[src/rtl/rv32_ctrl_pkg.sv]
// Shared control definitions for the multi-cycle RV32I core: sequencer states,
// base opcodes and PC source encodings.
package rv32_ctrl_pkg;

    typedef enum logic [2:0] {
        ST_IF   = 3'd0,
        ST_ID   = 3'd1,
        ST_EX   = 3'd2,
        ST_MEM  = 3'd3,
        ST_WB   = 3'd4,
        ST_HALT = 3'd5
    } state_t;

    localparam logic [6:0] OPC_LUI    = 7'b0110111;
    localparam logic [6:0] OPC_AUIPC  = 7'b0010111;
    localparam logic [6:0] OPC_JAL    = 7'b1101111;
    localparam logic [6:0] OPC_JALR   = 7'b1100111;
    localparam logic [6:0] OPC_BRANCH = 7'b1100011;
    localparam logic [6:0] OPC_LOAD   = 7'b0000011;
    localparam logic [6:0] OPC_STORE  = 7'b0100011;
    localparam logic [6:0] OPC_OPIMM  = 7'b0010011;
    localparam logic [6:0] OPC_OP     = 7'b0110011;

    localparam logic [1:0] PCSEL_PLUS4  = 2'd0;
    localparam logic [1:0] PCSEL_BRANCH = 2'd1;
    localparam logic [1:0] PCSEL_JAL    = 2'd2;
    localparam logic [1:0] PCSEL_JALR   = 2'd3;

endpackage

[src/rtl/rv32_opclass.sv]
// Combinational opcode-to-class decode, shared by the sequencer and the
// datapath decoder so both agree on which opcodes are legal.
module rv32_opclass
    import rv32_ctrl_pkg::*;
(
    input  logic [6:0] opcode,
    output logic       is_alu,
    output logic       is_load,
    output logic       is_store,
    output logic       is_branch,
    output logic       is_jal,
    output logic       is_jalr,
    output logic       is_legal
);

    always_comb begin
        is_alu    = 1'b0;
        is_load   = 1'b0;
        is_store  = 1'b0;
        is_branch = 1'b0;
        is_jal    = 1'b0;
        is_jalr   = 1'b0;
        case (opcode)
            OPC_LUI, OPC_AUIPC, OPC_OP, OPC_OPIMM: is_alu = 1'b1;
            OPC_LOAD:   is_load   = 1'b1;
            OPC_STORE:  is_store  = 1'b1;
            OPC_BRANCH: is_branch = 1'b1;
            OPC_JAL:    is_jal    = 1'b1;
            OPC_JALR:   is_jalr   = 1'b1;
            default:    ;
        endcase
        is_legal = is_alu | is_load | is_store | is_branch | is_jal | is_jalr;
    end

endmodule

[src/rtl/multicycle_sequencer.sv]
// Per-instruction IF/ID/EX/MEM/WB sequencer: issues the single-cycle write
// strobes, handles memory ready handshakes and counts retired instructions.
module multicycle_sequencer
    import rv32_ctrl_pkg::*;
#(
    parameter int CNT_W = 32
) (
    input  logic             CLK,
    input  logic             RST,
    input  logic [6:0]       opcode,
    input  logic             branch_taken,
    input  logic             imem_ready,
    input  logic             dmem_ready,
    input  logic             halt_req,
    output logic [2:0]       state,
    output logic             imem_req,
    output logic             ir_write,
    output logic             pc_write,
    output logic [1:0]       pc_sel,
    output logic             dmem_req,
    output logic             dmem_we,
    output logic             rf_we,
    output logic             halted,
    output logic             illegal,
    output logic [CNT_W-1:0] num_inst
);

    state_t state_q;
    state_t state_d;
    logic   retire;
    logic   set_illegal;

    logic is_alu, is_load, is_store, is_branch, is_jal, is_jalr, is_legal;

    rv32_opclass u_opclass (
        .opcode    (opcode),
        .is_alu    (is_alu),
        .is_load   (is_load),
        .is_store  (is_store),
        .is_branch (is_branch),
        .is_jal    (is_jal),
        .is_jalr   (is_jalr),
        .is_legal  (is_legal)
    );

    // Reset aborts whatever instruction is in flight; strobes decode from IF.
    always_ff @(posedge CLK or posedge RST) begin
        if (RST) begin
            state_q  <= ST_IF;
            num_inst <= '0;
            illegal  <= 1'b0;
        end else begin
            state_q <= state_d;
            if (retire) begin
                num_inst <= num_inst + CNT_W'(1);
            end
            if (set_illegal) begin
                illegal <= 1'b1;
            end
        end
    end

    // Retirement always coincides with pc_write, so the counter keys off it.
    always_comb begin
        state_d     = state_q;
        imem_req    = 1'b0;
        ir_write    = 1'b0;
        pc_write    = 1'b0;
        pc_sel      = PCSEL_PLUS4;
        dmem_req    = 1'b0;
        dmem_we     = 1'b0;
        rf_we       = 1'b0;
        halted      = 1'b0;
        set_illegal = 1'b0;
        case (state_q)
            ST_IF: begin
                imem_req = !halt_req;
                if (halt_req) begin
                    state_d = ST_HALT;
                end else if (imem_ready) begin
                    ir_write = 1'b1;
                    state_d  = ST_ID;
                end
            end
            ST_ID: begin
                if (is_jal || is_jalr) begin
                    state_d = ST_WB;
                end else if (is_legal) begin
                    state_d = ST_EX;
                end else begin
                    state_d     = ST_HALT;
                    set_illegal = 1'b1;
                end
            end
            ST_EX: begin
                if (is_load || is_store) begin
                    state_d = ST_MEM;
                end else if (is_branch) begin
                    pc_write = 1'b1;
                    pc_sel   = branch_taken ? PCSEL_BRANCH : PCSEL_PLUS4;
                    state_d  = ST_IF;
                end else begin
                    state_d = ST_WB;
                end
            end
            ST_MEM: begin
                dmem_req = 1'b1;
                dmem_we  = is_store;
                if (dmem_ready) begin
                    if (is_store) begin
                        pc_write = 1'b1;
                        state_d  = ST_IF;
                    end else begin
                        state_d = ST_WB;
                    end
                end
            end
            ST_WB: begin
                rf_we    = 1'b1;
                pc_write = 1'b1;
                if (is_jal) begin
                    pc_sel = PCSEL_JAL;
                end else if (is_jalr) begin
                    pc_sel = PCSEL_JALR;
                end
                state_d = ST_IF;
            end
            ST_HALT: begin
                halted = 1'b1;
            end
            default: begin
                state_d = ST_IF;
            end
        endcase
        retire = pc_write;
    end

    assign state = state_q;

endmodule

[config.mk]
export PLATFORM = sky130hd
export DESIGN_NAME = multicycle_sequencer
export DESIGN_NICKNAME = d
export VERILOG_FILES = /design/src/rtl/rv32_ctrl_pkg.sv /design/src/rtl/rv32_opclass.sv /design/src/rtl/multicycle_sequencer.sv
export SDC_FILE = /design/constraint.sdc
export NUM_CORES = 1
export LEC_CHECK = 0
export ABC_CLOCK_PERIOD_IN_PS = 1850
export CAP_MARGIN = 20
export CORE_ASPECT_RATIO = 2
export CORE_MARGIN = 10
export CORE_UTILIZATION = 47
export DETAILED_ROUTE_END_ITERATION = 16
export GPL_TIMING_DRIVEN = 1
export MAX_ROUTING_LAYER = met4
export PLACE_DENSITY_LB_ADDON = 0.15
export RECOVER_POWER = 100
export SETUP_SLACK_MARGIN = 0.3
export SLEW_MARGIN = 0
export SYNTH_ARGS = -nofsm -noshare
export SYNTH_HDL_FRONTEND = slang
export SYNTH_SLANG_ARGS = --single-unit
[constraint.sdc]
create_clock -name CLK -period 1.85 [get_ports CLK]
set_clock_uncertainty 0.05 [all_clocks]
set_input_delay 0.2775 -clock CLK [delete_from_list [all_inputs] [get_ports CLK]]
set_output_delay 0.2775 -clock CLK [all_outputs]
set_load 0.02 [all_outputs]
==> metrics.txt <==
Yosys cell types=46; Yosys warning total=0; drt wl/cell=23.93 µm; # port buffers=between 50 and 60; number of cells on the critical path=5; final WL=~8500 µm; initial DRC count=195; reg-to-reg endpoint=num_inst[15]; RD Place Congestion=between 0.9 and 1; Rel. slew slack=0.4062; Comb pwr share=0.511; setup slack, reg-to-reg=-0.04 ns; fin crit share=1.029; P_leak=between 1.5 and 2 nW; Post-DRT Antenna Nets=0; TNS Setup=-0.2026 ns; Max FO, Critical Path=4; CTS Buf Count=5; GRT Total Usage=0.2130; most frequent cell after synthesis=dfrtp_1; Die Height=~110 µm; worst r2r path cells=6; Overall Power=0.003315 W; top-area cell type share of the netlist area=0.4691; Fin. Hold Viols=0; first-pass GRT wire length=~12000 µm; vias in the first global route=roughly 2.3k; root buf cell=clkbuf_8; Slew Viols, Final=0; largest area contributor in the netlist=dfrtp_1; CP Launch Point=state[0]; syn_area_per_cell=slightly above 10 µm²; NumNets Final=~320; CP Buf/Inv Count=3; #FFs+latches synth=36; Die X=roughly 65 µm; Post-synth EDFFs=0; Post-route DRC=0; critical path arrival=around 1.6 ns; Overflow after GRT=0; Via density=between 6 and 7; Fmax=approximately 530 MHz; P_int=0.002024 W; Syn Nets=200; CP max-delay cell=dfrtp_2; Clk pwr share=0.190; max-cap check violation count=0; RSZ-0062 raised after global routing=yes; Hold Path Class=reg2reg; Final Core Density=0.8791; final setup margin=-0.05362 ns; largest cells by area after synthesis=dfrtp_1 47%, xnor2_1 8.2%, xor2_1 5.9%; synthesized instance count=around 190; Worst-path clk slew=0.07 ns; RR Startpoint=state[1]; Area Overhead vs Synth=79.61%; 1st-pass router iterations=4; fin crit period=~1.9 ns; family with the most delay on the worst path=buffers and inverters; largest net degree at the start of global routing=37; sequential share of power=0.299; Net Sw Frac=0.3896; crit path to=rf_we; TritonCTS clock tree=yes; ant diodes=0; Post-synth top cells=36 x dfrtp_1, 20 x nand2_1, 18 x xnor2_1; Cell Area, Synth=roughly 1900 µm²; final HPWL from detailed placement=4760 µm; # H-tree levels=2; die area=between 7000 and 8000 µm²; hold path cells=1; Max IR drop VDD=0.0009340 V; register area share after synthesis=0.4691; final setup vio count=10; Max Root-Sink Buffers=2; Top Ports=just under 60; outcome=finished with violations; Sw Pwr=0.001292 W; crit path cell chain=nor2_2 -> nand2_2 -> inv_2 -> buf_4 -> clkdlybuf4s15_2; Rows=32; Clock Latency Late Sink=around 0.30 ns; Worst-Margin Slew=~0.9 ns; failing checks=negative setup slack; CP peak stage delay=approximately 0.45 ns; initial antenna violation count=0; Initial Util=0.4895; core area=between 3000 and 4000 µm²; clock net sink count=36; post-synthesis async set-or-reset flop share=1.000; Power Density=961.1 nW/µm²; share of cells above drive strength 1=0.4836; Critical Path Start Type=register; vias=~2.2k; Worst setup EP type=output pin; Fillers=177; Req. time, crit path=roughly 1.5 ns; Crit Path Category=reg2out; prevailing post-synth register cell=dfrtp_1
## registers in the layout, summed over array words and instances, names as in the netlist
signal / flops
num_inst: 32
state: 3
illegal: 1
## repair_timing
action / CTS / global route
resized for setup: 159 / 21
hold buffers: 0 / 0
gates cloned: 1 / 0
setup endpoints to repair: 81 / 47
pin swaps: 34 / 17
setup buffers: 13 / 6
## worst min path at each step
stage	from	end
after floorplan	RST	illegal
after global placement	illegal	illegal
after detailed placement	illegal	illegal
after CTS	RST	num_inst[15]
after global routing	illegal	illegal
final	illegal	illegal
## layout by cell type (no fill, tap or decap), types with 3 or more instances in the layout
cell / netlist / routed
dlygate4sd2_1: 0 / 40
inv_1: 7 / 6
and3_1: 9 / 7
buf_4: 2 / 38
buf_6: 0 / 25
xnor2_2: 0 / 3
nand2_2: 1 / 7
dfrtp_1: 36 / 25
xnor2_1: 18 / 15
nand4_1: 11 / 11
nand3_1: 9 / 4
clkdlybuf4s15_2: 0 / 3
dfrtp_2: 0 / 11
nor2b_4: 0 / 3
nor2_1: 6 / 3
nand3_2: 0 / 5
xor2_1: 13 / 12
clkdlybuf4s50_1: 0 / 4
nand2_4: 0 / 4
clkbuf_8: 0 / 7
nand2_1: 20 / 10
nor3_4: 0 / 7
nor4_4: 1 / 3
## final cells by class
class                      count  area [µm²]  area share
multi-input combinational    139        1324      0.3838
timing repair buffer         114        1021      0.2960
sequential                    36       914.6      0.2651
clock buffer                   8       100.1     0.02902
tap                           51       63.81     0.01850
inverter                       7       26.28    0.007617
## per-stage QoR
stage | std cells | instance area [µm²] | hold WS (ns) | setup WS (ns)
2_1_floorplan | 186 | 2019 | 0.3938 | 0.1416
3_3_place_gp | 327 | 2894 | 0.4065 | -0.5746
3_5_place_dp | 327 | 2894 | 0.4055 | -0.6054
4_1_cts | 349 | 3326 | 0.3601 | -0.04083
5_1_grt | 355 | 3450 | 0.4474 | -0.09113
6_report | 355 | 3450 | 0.4289 | -0.05362
## cell families after synthesis
| family | share of synthesized area |
|---|---|
| flip-flops | 0.4691 |
| XOR/XNOR | 0.1414 |
| AND/OR/NAND/NOR | 0.2801 |
| buffers and inverters | 0.02671 |
| AO/OA/AOI/OAI | 0.06515 |
| multiplexers | 0.01107 |
| adder cells (fa/ha/maj) | 0.006514 |
## layer usage
layer | vias up | track usage | share of wire
met4 | 0 | 0.1218 | 0.081
met5 | - | - | 0
li1 | 897 | - | -
met1 | 1070 | 0.1944 | 0.32
met3 | 59 | 0.05460 | 0.063
met2 | 135 | 0.3769 | 0.53
## power by group through the flow
| stage | combinational (W) | clock (W) | sequential (W) |
|---|---|---|---|
| after global routing | 0.00176 | 0.000659 | 0.000996 |
| final | 0.00169 | 0.000631 | 0.000992 |
| after CTS | 0.00154 | 0.000613 | 0.000975 |
| after detailed placement | 0.00119 | 0 | 0.000982 |
| after global placement | 0.00117 | 0 | 0.000980 |
| after floorplan | 0.000494 | 0 | 0.00108 |
No activity file was read; power rests on OpenSTA's default activity.
